$ cat config.mk
export PLATFORM = sky130hd
export DESIGN_NAME = uart_apb_cmd_responder
export DESIGN_NICKNAME = d
export VERILOG_FILES = /design/src/rtl/uart_apb_cmd_responder.sv
export SDC_FILE = /design/constraint.sdc
export NUM_CORES = 1
export LEC_CHECK = 0
export CAP_MARGIN = 20
export CORE_MARGIN = 2
export CORE_UTILIZATION = 50
export CTS_CLUSTER_DIAMETER = 30
export DETAILED_ROUTE_END_ITERATION = 8
export HOLD_SLACK_MARGIN = 0.1
export PLACE_DENSITY = 0.77
export SKIP_LAST_GASP = 1
export SYNTH_ARGS = -nofsm -noshare
export SYNTH_HDL_FRONTEND = slang
export SYNTH_SLANG_ARGS = --single-unit
$ cat constraint.sdc
create_clock -name clk -period 2.9 [get_ports clk]
set_clock_uncertainty 0.15 [all_clocks]
set_input_delay 0.58 -clock clk [delete_from_list [all_inputs] [get_ports clk]]
set_output_delay 0.58 -clock clk [all_outputs]
set_load 0.02 [all_outputs]
$ cat src/rtl/uart_apb_cmd_responder.sv
// Command end of the UART-to-APB bridge: decodes W/R frames from the rx FIFO,
// runs one APB transfer per frame and pushes the status/read-data reply into the tx FIFO.
module uart_apb_cmd_responder #(
  parameter logic [23:0] TIMEOUT_CYC = 24'd1000000,
  parameter logic [7:0]  CMD_WR      = 8'h57,
  parameter logic [7:0]  CMD_RD      = 8'h52,
  parameter logic [7:0]  RSP_OK      = 8'h4B,
  parameter logic [7:0]  RSP_ERR     = 8'h45
) (
  input  logic        clk,
  input  logic        rst_n,
  input  logic [7:0]  rx_rd_data,
  input  logic        rx_rd_valid,
  output logic        rx_rd_req,
  output logic [7:0]  tx_wr_data,
  output logic        tx_wr_req,
  input  logic        tx_wr_ready,
  output logic        psel,
  output logic        penable,
  output logic        pwrite,
  output logic [31:0] paddr,
  output logic [31:0] pwdata,
  input  logic [31:0] prdata,
  input  logic        pready,
  input  logic        pslverr,
  output logic        frame_err
);

  typedef enum logic [2:0] {IDLE, ADDR, WDATA, SETUP, ACCESS, RESP} state_t;

  state_t      state;
  logic [1:0]  byte_cnt;
  logic [23:0] tmo_cnt;
  logic [7:0]  status;
  logic [31:0] rdata;
  logic [2:0]  resp_idx;
  logic [2:0]  last_idx;

  // Pop is combinational so a first-word-fall-through byte is taken in the cycle it shows up.
  assign rx_rd_req = rx_rd_valid && (state == IDLE || state == ADDR || state == WDATA);
  assign last_idx  = pwrite ? 3'd0 : 3'd4;

  function automatic logic [7:0] resp_byte(input logic [2:0] idx, input logic [7:0] st,
                                           input logic [31:0] d);
    case (idx)
      3'd0:    resp_byte = st;
      3'd1:    resp_byte = d[31:24];
      3'd2:    resp_byte = d[23:16];
      3'd3:    resp_byte = d[15:8];
      default: resp_byte = d[7:0];
    endcase
  endfunction

  always_ff @(posedge clk or negedge rst_n) begin
    if (!rst_n) begin
      state      <= IDLE;
      byte_cnt   <= 2'd0;
      tmo_cnt    <= 24'd0;
      status     <= 8'h00;
      rdata      <= 32'h0;
      resp_idx   <= 3'd0;
      tx_wr_data <= 8'h00;
      tx_wr_req  <= 1'b0;
      psel       <= 1'b0;
      penable    <= 1'b0;
      pwrite     <= 1'b0;
      paddr      <= 32'h0;
      pwdata     <= 32'h0;
      frame_err  <= 1'b0;
    end else begin
      frame_err <= 1'b0;
      case (state)
        IDLE: begin
          if (rx_rd_req) begin
            tmo_cnt  <= 24'd0;
            byte_cnt <= 2'd0;
            if (rx_rd_data == CMD_WR) begin
              pwrite <= 1'b1;
              state  <= ADDR;
            end else if (rx_rd_data == CMD_RD) begin
              pwrite <= 1'b0;
              state  <= ADDR;
            end else begin
              frame_err <= 1'b1;
            end
          end
        end

        ADDR, WDATA: begin
          if (rx_rd_req) begin
            tmo_cnt  <= 24'd0;
            byte_cnt <= byte_cnt + 2'd1;
            if (state == ADDR) paddr  <= {paddr[23:0], rx_rd_data};
            else               pwdata <= {pwdata[23:0], rx_rd_data};
            if (byte_cnt == 2'd3) begin
              if (state == ADDR && pwrite) begin
                state <= WDATA;
              end else begin
                state <= SETUP;
                psel  <= 1'b1;
              end
            end
          end else if (tmo_cnt == TIMEOUT_CYC - 24'd1) begin
            // Partial frame abandoned; paddr/pwdata intentionally keep their stale contents.
            state     <= IDLE;
            frame_err <= 1'b1;
            byte_cnt  <= 2'd0;
            tmo_cnt   <= 24'd0;
          end else begin
            tmo_cnt <= tmo_cnt + 24'd1;
          end
        end

        SETUP: begin
          penable <= 1'b1;
          state   <= ACCESS;
        end

        ACCESS: begin
          if (pready) begin
            psel     <= 1'b0;
            penable  <= 1'b0;
            status   <= pslverr ? RSP_ERR : RSP_OK;
            if (!pwrite) rdata <= prdata;
            resp_idx <= 3'd0;
            state    <= RESP;
          end
        end

        RESP: begin
          if (!tx_wr_req) begin
            tx_wr_req  <= 1'b1;
            tx_wr_data <= resp_byte(resp_idx, status, rdata);
          end else if (tx_wr_ready) begin
            if (resp_idx == last_idx) begin
              tx_wr_req <= 1'b0;
              state     <= IDLE;
            end else begin
              resp_idx   <= resp_idx + 3'd1;
              tx_wr_data <= resp_byte(resp_idx + 3'd1, status, rdata);
            end
          end
        end

        default: state <= IDLE;
      endcase
    end
  end

endmodule

==> key figures, run 1 <==
Logic synthesis
  – Number of flops mapped to enable cells by yosys: 0
  – Top FF cell, synth: dfrtp_1
  – Area contributors post-synth: dfrtp_1, mux2_2, nand2_1, a21oi_1, a31oi_1
  – Sequential cell area fraction in the yosys report: 0.532
  – Post-synth cell types: 55
  – Post-synth design cell area: 6770 um^2
  – Cells after Synth: 583
  – Synthesized area per cell: about 12 um^2
  – Most common cell in the synthesized netlist: dfrtp_1
  – Multiplexer share of the synthesized area: 0.182
  – Adder-cell share of the synthesized area: 0.0148
  – Largest family of logic cells by synthesized area: multiplexers
  – Asr flop ratio synth: 1.00
  – Synth Area in Compound Gates: 0.116
  – Seq cells post-synth: between 100 and 150
  – Syn. warnings: 0
  – Synth top area share: 0.532
  – Synth Net Count: 637
  – Post-Synth Simple-Gate Area: 0.121
  – Yosys top cell by area: dfrtp_1
  – Post-Synth XOR/XNOR Area: 0.00647
  – Top cells by count, synth: dfrtp_1, mux2_2, nand2_1, a21oi_1, o21ai_0

Clock tree
  – Max Root-Sink Buffers: 2
  – Clk sinks: roughly 140
  – Clk_lat worst skew: between 400 and 500 ps
  – Clock transition at the registers of the reported paths: roughly 60 ps
  – Root Driver: clkbuf_16
  – Postcts setup bufs: 0
  – CTS buffer count: 17
  – H-tree depth: 4
  – CTS tree: yes

GRT
  – Largest net degree at the start of global routing: between 60 and 70
  – First-pass GRT wire length: ~27 mm
  – Vias in the first global route: ~5300
  – Initial antenna violation count: 0
  – Grt total ovfl: 0
  – Global Route Usage Sum: 0.234

Timing
  – Slew HR: 0.420
  – Fmax: ~0.38 GHz
  – Worst-margin pin slew: roughly 860 ps
  – Fin crit share: 0.912
  – Setup violators final: 0
  – Tmin final: about 2600 ps
  – Setup TNS: 0 ps
  – Fin. Hold Viols: 0
  – Slew Viols, Final: 0
  – RSZ-0062 raised after global routing: no

Route
  – Antenna viol nets, final: 0
  – DRC viols: 0
  – Vias/cell: 5.90
  – Routed len/inst: about 18 um
  – Vias: 5290
  – Drt total wl: between 15 and 20 mm
  – DRT Pass-1 Iters: 6
  – Number of DRC markers in iteration 0: ~550

Setup path
  – Critical path launch point type: primary input
  – Reg2reg start: resp_idx[0]$_DFFE_PN0P_
  – Crit path DAT: 1920 ps
  – Cell mode on critical path: clkdlybuf4s50_1
  – Critical Path Start: rx_rd_valid
  – Buf+Inv Stages, Crit Path: 2
  – Worst-path cell chain: clkdlybuf4s50_1 -> nand2b_1 -> a21oi_1 -> clkdlybuf4s50_1
  – Largest delay contributor family on the critical path: buffers and inverters
  – Slowest stage delay, CP: approximately 640 ps
  – Critical path class: in2out
  – CP max FO: 2
  – Nature of the critical path endpoint: output port
  – Worst EP required: around 2200 ps
  – Slowest stage cell, crit path: clkdlybuf4s50_1

Die
  – Starting Density: 0.511
  – Die height: 120 um
  – # rows: between 40 and 50
  – Die width: 120 um
  – Full die area: approximately 14000 um^2
  – Top-Level Pins: between 100 and 150
  – Core area: between 10000 and 15000 um^2

Cells and area
  – Final Non-Filler Cells: between 800 and 900
  – Antenna cells: 0
  – Layout cells sized above 1: 0.229
  – Net count, final: 762
  – Layout area overhead: 31.2%

Hold path
  – Hold wc startpoint: tx_wr_data[0]$_DFFE_PN0P_
  – Hold WC Path Type: reg2reg

Power
  – Peak supply drop: around 780 uV
  – Static Leak: 3.71 nW
  – Power per cell area: between 1000 and 1500 nW/um^2

Placed design
  – Port buffer count: roughly 120
  – Placed insts: approximately 860
  – Post-DP HPWL: between 10 and 15 mm
  – Routability cong.: about 0.88

Flow run
  – MaxCap Viol Count: 0

Run status
  – Status: complete, no violations
metal layers:
layer	up-vias	track usage	share of wire	wire length [um]
met4	0	0.0879	0.022	359
met2	229	0.391	0.50	8310
met1	2611	0.297	0.42	6930
met5	-	0	0	0
met3	28	0.0561	0.057	938
li1	2422	-	-	-
sequential cells by signal, summed over array words and instances (netlist names):
name        count
byte_cnt        2
frame_err       1
paddr          32
penable         1
psel            1
pwdata         32
pwrite          1
rdata          32
resp_idx        3
state           3
status          3
tmo_cnt        24
tx_wr_data      8
tx_wr_req       1
where the power goes:
group	switching, W	internal [W]
clock	0.000877	0.00146
combinational	0.00184	0.00190
sequential	0.000676	0.00275
layout make-up:
type / count / area (um^2)
clock buffers: 18 / 429
flip-flops and latches: 144 / 3600
well taps: 176 / 220
multi-input cells: 397 / 2990
inverters: 9 / 33.8
repair buffers: 139 / 1410
fillers: 983 / 4360
clock inverters: 14 / 205
cells in the final DEF (no fill, tap or decap), drive strengths merged, types with 9 or more instances in the layout:
cell           netlist  final
inv                  9     14
nor2                22     22
a31oi               21     21
o21ai               23     23
a21oi               32     32
nor3                 9      9
nand2               47     47
nand4               11     11
nand2b              13     13
a22oi                9      9
nand3               19     19
buf                 17     16
clkbuf              16     18
dfrtp              144    144
clkdlybuf4s50        0    122
mux2               105    105
cell families (layout without fill, tap and decap cells):
group	Yosys count	after routing
simple gates	156	156
flops	144	144
compound gates	118	118
mux	110	110
buf+inv	42	180
fa+ha+maj	8	8
xor+xnor	5	5
stage by stage:
stage / utilization / cell area (um^2) / hold WS [ps] / worst slack (ps) / power [W]
after floorplan: - / 6770 / 134 / 708 / 0.00554
after global placement: 0.622 / 8240 / 332 / 172 / 0.00701
after detailed placement: 0.622 / 8240 / 335 / 114 / 0.00715
after CTS: 0.671 / 8880 / 360 / 256 / 0.00955
after global routing: 0.671 / 8880 / 374 / 179 / 0.0100
final: 0.671 / 8880 / 358 / 254 / 0.00950
path summary, 6_finish.rpt:
check | endpoint | cells after the start | slack [ps]
min in group asynchronous | rdata[16]$_DFFE_PN0P_ | 2 | 550
worst max-delay path | rx_rd_req | 4 | 250
worst min register to register | tx_wr_data[0]$_DFFE_PN0P_ | 1 | 360
worst min-delay path | tx_wr_data[0]$_DFFE_PN0P_ | 1 | 360
worst max register to register | resp_idx[0]$_DFFE_PN0P_ | 6 | 440
max in group asynchronous | rdata[7]$_DFFE_PN0P_ | 3 | 1360
what timing repair did:
item,CTS,global route
hold buffers,1,0
hold endpoints to repair,58,0
resized for setup,0,0
Power figures use the tool's default switching activity.
==> inputs of run 2 (changes only) <==
==> constraint.sdc (replaced) <==
create_clock -name clk -period 3.43 [get_ports clk]
set_clock_uncertainty 0.15 [all_clocks]
set_input_delay 0.686 -clock clk [delete_from_list [all_inputs] [get_ports clk]]
set_output_delay 0.686 -clock clk [all_outputs]
set_load 0.02 [all_outputs]
==> run 2 against run 1 <==
Worst hold slack lost 220 ps. Highest routed layer unchanged. Combinational power decreased by 16%. First-iteration DRC count increased by 3.8%. Clock power is 23% lower. Largest cell class unchanged. Clock-buffer cell count stayed put. Critical endpoint unchanged. Routed wire length is essentially flat. Setup slack improved by 39 ps.
==> key figures, run 2 (same netlist as run 1, synthesis figures left out) <==
Run status
  – Status: complete, no violations

Power
  – Static Leak: 3.65 nW (-1.7%)
  – Peak supply drop: 664 uV (-15%)
  – Power per cell area: 897 nW/um^2 (-16%)

Cells and area
  – Net count, final: 756 (-0.79%)
  – Area of the multi-input gates: 2990 um^2 (unchanged)
  – Largest registers: paddr: 32 flops, pwdata: 32 flops, rdata: 32 flops
  – Layout area overhead: 29.2%
  – Filler instances: 1024 (+4.2%)
  – Commonest non-fill, non-tap cell in the layout: dfrtp_1
  – Most frequent cells in the layout: dfrtp_1, clkdlybuf4s50_1, mux2_2
  – Antenna cells: 0 (unchanged)
  – FF+latch area: 3600 um^2 (unchanged)
  – Layout cells sized above 1: 0.225 (-0.00367)
  – Final Non-Filler Cells: 891 (-0.67%)
  – Final Util: 0.661 (-0.0102)

Setup path
  – R2R Setup Slk: 790 ps (+350 ps)
  – Worst reg2reg path depth: 7 (+1)
  – CP max FO: 8 (+6)
  – Critical path class: in2out
  – Nature of the critical path endpoint: output port
  – Critical path launch point type: primary input
  – Crit path DAT: 2300 ps (+380 ps)
  – Worst EP required: 2590 ps (+420 ps)

Die
  – Die width: 120 um (unchanged)
  – # rows: 42 (unchanged)
  – Full die area: 14500 um^2 (unchanged)
  – Core area: 13200 um^2 (unchanged)
  – Die height: 120 um (unchanged)
  – Starting Density: 0.511 (unchanged)
  – Top-Level Pins: 124 (unchanged)

Clock tree
  – Clk sinks: 144 (unchanged)
  – Clock transition at the registers of the reported paths: 60 ps (about the same)
  – Max Root-Sink Buffers: 2 (unchanged)
  – Hold_buf cts: 0 (-1)
  – H-tree depth: 4 (unchanged)
  – Postcts setup bufs: 0 (unchanged)
  – CTS tree: yes
  – Clk_lat worst skew: 420 ps (about the same)
  – Root Driver: clkbuf_16
  – CTS buffer count: 17 (unchanged)
  – # resized after CTS: 0 (unchanged)

Route
  – WL met3: 1.06 mm (+13%)
  – Top routing layer in use: met4
  – Number of DRC markers in iteration 0: 569 (+3.8%)
  – WL met2: 8.21 mm (-1.2%)
  – Routed len/inst: 18.6 um (+0.76%)
  – Drt total wl: 16.5 mm (about the same)
  – Met1 Wirelength: 6.92 mm (-0.16%)
  – Antenna viol nets, final: 0 (unchanged)
  – DRT Pass-1 Iters: 5 (-1)
  – Vias: 5186 (-2.0%)
  – DRC viols: 0 (unchanged)
  – Vias/cell: 5.82 (-1.3%)

Timing
  – Setup violators final: 0 (unchanged)
  – Slew Viols, Final: 0 (unchanged)
  – Setup TNS: 0 ps (unchanged)
  – Fin Hold WS: 134 ps (-224 ps)
  – Fin. Hold Viols: 0 (unchanged)
  – Slew HR: 0.364 (-0.0563)
  – Worst-margin pin slew: 947 ps (+83.8 ps)
  – Fmax: ~0.32 GHz
  – Fin crit share: 0.914
  – Tmin final: ~3100 ps
  – RSZ-0062 raised after global routing: no

GRT
  – Vias in the first global route: 5176 (-2.8%)
  – Largest net degree at the start of global routing: 75 (+21%)
  – Grt total ovfl: 0 (unchanged)
  – Global Route Usage Sum: 0.236 (+0.00187)
  – Initial antenna violation count: 0 (unchanged)
  – First-pass GRT wire length: 26.5 mm (-1.0%)

Placed design
  – Post-DP HPWL: 11.4 mm (+0.93%)
  – Placed insts: 859 (-0.58%)
  – Routability cong.: 0.875 (-0.33%)
  – Port buffer count: 123 (unchanged)

Hold path
  – Hold WC Path Type: in2async

Flow run
  – MaxCap Viol Count: 0 (unchanged)
run 2: worst max-delay path, cell delays in order:
cell and delay [ps]:
clkdlybuf4s50_1 620, nand2b_1 210, a21oi_1 160, clkdlybuf4s50_1 630
run 2: final timing paths:
check / startpoint / endpoint
worst min-delay path: rst_n / rdata[13]$_DFFE_PN0P_
worst max-delay path: rx_rd_valid / rx_rd_req
max in group asynchronous: rst_n / rdata[11]$_DFFE_PN0P_
worst max register to register: resp_idx[2]$_DFFE_PN0P_ / tx_wr_data[3]$_DFFE_PN0P_
min in group clk: pwdata[27]$_DFFE_PN0P_ / pwdata[27]$_DFFE_PN0P_
worst min register to register: pwdata[27]$_DFFE_PN0P_ / pwdata[27]$_DFFE_PN0P_
run 2: layout make-up:
cell class | count | area share
clock buffers | 18 | 0.0502
inverters | 9 | 0.00386
repair buffers | 133 | 0.151
multi-input cells | 397 | 0.341
flip-flops and latches | 144 | 0.412
clock inverters | 14 | 0.0166
well taps | 176 | 0.0252
run 2: per-stage QoR:
step	instance area [um^2]	setup WS (ps)	total power, W
after floorplan	6770	1240	0.00469
after global placement	8160	345	0.00591
after detailed placement	8160	318	0.00602
after CTS	8750	304	0.00789
after global routing	8750	197	0.00829
final	8750	293	0.00785
run 2: layer usage:
metal	up-vias	GRT usage
met5	-	0
met4	0	0.0858
met3	24	0.0642
met2	183	0.382
met1	2581	0.306
li1	2398	-
run 2: power breakdown:
group,total [W],switching [W],internal [W]
clock network,0.00181,0.000771,0.00104
logic,0.00315,0.00156,0.00159
registers,0.00288,0.000560,0.00232
total,0.00785,0.00289,0.00495
==> inputs of run 3 (changes only) <==
--- a/config.mk
+++ b/config.mk
@@ -7,11 +7,11 @@
 export LEC_CHECK = 0
 export CAP_MARGIN = 20
 export CORE_MARGIN = 2
-export CORE_UTILIZATION = 50
+export CORE_UTILIZATION = 57
 export CTS_CLUSTER_DIAMETER = 30
 export DETAILED_ROUTE_END_ITERATION = 8
 export HOLD_SLACK_MARGIN = 0.1
-export PLACE_DENSITY = 0.77
+export PLACE_DENSITY = 0.86
 export SKIP_LAST_GASP = 1
 export SYNTH_ARGS = -nofsm -noshare
 export SYNTH_HDL_FRONTEND = slang
==> run 3 against run 2 <==
The flow now finishes with violations (DRC). Sequential power about the same. Routed wire length grew 4.1%. Worst hold slack improved by 33 ps. Via count up 2.5%. Global-route usage up 4.4 points. Setup slack got worse by 23 ps. Register-to-register slack improved by 60 ps. Core utilization up 9.4 points. Fmax is 0.74% lower. Sequential share of layout area grew 0.29 points. Clock-buffer cell count rose by 1. Critical endpoint unchanged.
==> key figures, run 3 (same netlist as run 1, synthesis figures left out) <==
Clock tree
  – CTS tree: yes
  – Clock transition at the registers of the reported paths: 60 ps (about the same)
  – CTS buffer count: 17 (unchanged)
  – Clk sinks: 144 (unchanged)
  – Max Root-Sink Buffers: 2 (unchanged)
  – Clk_lat worst skew: 420 ps (about the same)
  – Root Driver: clkbuf_16
  – H-tree depth: 4 (unchanged)
  – # resized after CTS: 0 (unchanged)
  – Postcts setup bufs: 0 (unchanged)
  – Hold_buf cts: 0 (unchanged)

Cells and area
  – Largest registers: paddr: 32 flops, pwdata: 32 flops, rdata: 32 flops
  – Final Non-Filler Cells: 860 (-3.5%)
  – Layout cells sized above 1: 0.225 (-0.000628)
  – Post-Layout Inst Area: 8690 um^2 (-0.70%)
  – Net count, final: 758 (+0.26%)
  – Antenna cells: 0 (unchanged)
  – Commonest non-fill, non-tap cell in the layout: dfrtp_1
  – Most frequent cells in the layout: dfrtp_1, clkdlybuf4s50_1, mux2_2
  – Filler instances: 713 (-30%)
  – Layout area overhead: 28.3%

Route
  – Vias/cell: 6.18 (+6.2%)
  – Number of DRC markers in iteration 0: 578 (+1.6%)
  – Vias: 5317 (+2.5%)
  – Antenna viol nets, final: 0 (unchanged)
  – Routed len/inst: 20.0 um (+7.9%)
  – Drt total wl: 17.2 mm (+4.1%)
  – DRT Pass-1 Iters: 8 (+3)
  – DRC viols: 7 (+7)

Die
  – Full die area: 12800 um^2 (-12%)
  – Die height: 113 um (-6.1%)
  – Top-Level Pins: 124 (unchanged)
  – # rows: 39 (-7.1%)
  – Die width: 113 um (-6.1%)
  – Starting Density: 0.588 (+0.0766)
  – Core area: 11500 um^2 (-13%)

Power
  – Tot Pwr: 0.00780 W (-0.66%)
  – Static Leak: 3.64 nW (-0.15%)
  – Peak supply drop: 761 uV (+15%)
  – Power per cell area: 898 nW/um^2 (about the same)

Setup path
  – Slowest stage delay, CP: 630 ps (about the same)
  – Critical path launch point type: primary input
  – CP max FO: 8 (unchanged)
  – Crit path DAT: 2320 ps (+20 ps)
  – Worst-path cell chain: clkdlybuf4s50_1 -> nand2b_1 -> a21oi_1 -> clkdlybuf4s50_1
  – Slowest stage cell, crit path: clkdlybuf4s50_1
  – Largest delay contributor family on the critical path: buffers and inverters
  – Worst EP required: 2590 ps (about the same)
  – Nature of the critical path endpoint: output port
  – Critical path class: in2out
  – Cell mode on critical path: clkdlybuf4s50_1
  – Buf+Inv Stages, Crit Path: 2 (unchanged)

Placed design
  – Placed insts: 828 (-3.6%)
  – Port buffer count: 123 (unchanged)
  – Routability cong.: 0.889 (+1.6%)
  – DP Area: 8140 um^2 (-0.32%)
  – Post-DP HPWL: 11.6 mm (+2.0%)

Timing
  – Tmin final: 3160 ps (+23.2 ps)
  – Setup violators final: 0 (unchanged)
  – Slew Viols, Final: 0 (unchanged)
  – Worst-margin pin slew: 862 ps (-85.1 ps)
  – Fin crit share: 0.921 (+0.00678)
  – Fin Hold WS: 167 ps (+33.3 ps)
  – Slew HR: 0.421 (+0.0572)
  – Setup TNS: 0 ps (unchanged)
  – RSZ-0062 raised after global routing: no
  – Fmax: 0.316 GHz (-0.74%)
  – Fin. Hold Viols: 0 (unchanged)

Hold path
  – Hold WC Path Type: in2async

GRT
  – Global Route Usage Sum: 0.280 (+0.0441)
  – Grt total ovfl: 0 (unchanged)
  – Initial antenna violation count: 0 (unchanged)
  – Vias in the first global route: 5378 (+3.9%)
  – Largest net degree at the start of global routing: 80 (+6.7%)
  – First-pass GRT wire length: 27.9 mm (+5.4%)

Flow run
  – MaxCap Viol Count: 0 (unchanged)

Run status
  – Status: finished with violations
  – Failing checks: DRC
==> run 3: area by class of cell <==
cell class | count | area (um^2) | area share
flip-flops and latches | 144 | 3600 | 0.415
multi-input cells | 397 | 2990 | 0.344
repair buffers | 135 | 1340 | 0.154
clock buffers | 19 | 433 | 0.0498
well taps | 143 | 179 | 0.0206
clock inverters | 13 | 116 | 0.0134
inverters | 9 | 33.8 | 0.00389
==> run 3: through the flow <==
step	worst slack [ps]	utilization
2_1_floorplan	1240	-
3_3_place_gp	370	0.707
3_5_place_dp	291	0.707
4_1_cts	281	0.754
5_1_grt	215	0.754
6_report	270	0.754
==> run 3: power by group <==
part | switching, W | internal [W] | leakage (nW) | total [W]
Sequential | 0.000570 | 0.00232 | 1.82 | 0.00289
Clock | 0.000729 | 0.000997 | 0.263 | 0.00173
Combinational | 0.00159 | 0.00159 | 1.56 | 0.00318
==> run 3: path summary, 6_finish.rpt <==
path / start / to / slack [ps] / cells past startpoint
setup / recovery: rx_rd_valid / rx_rd_req / 270 / 4
hold / removal: rst_n / rdata[8]$_DFFE_PN0P_ / 170 / 1
setup reg to reg: resp_idx[2]$_DFFE_PN0P_ / tx_wr_data[1]$_DFFE_PN0P_ / 850 / 7
hold reg to reg: tmo_cnt[23]$_DFFE_PN0P_ / tmo_cnt[23]$_DFFE_PN0P_ / 350 / 1
max in group asynchronous: rst_n / frame_err$_DFF_PN0_ / 2280 / 2
min in group clk: tmo_cnt[23]$_DFFE_PN0P_ / tmo_cnt[23]$_DFFE_PN0P_ / 350 / 1
==> run 3: per-layer routing <==
metal,part of all wire,track usage,up-vias,routed length [um]
met1,0.40,0.360,2635,6900
met2,0.51,0.477,246,8870
met5,0,0,-,0
met4,0.019,0.0886,0,330
li1,-,-,2402,-
met3,0.066,0.0643,34,1130
==> run 3: worst reg2reg max path, stage by stage, from the launching register on <==
cell       delay [ps]
dfrtp_1           490
inv_1             240
ha_1              380
a22o_1            250
a2111oi_0         520
nor3_1            100
a31oi_1           200
a21oi_1           100
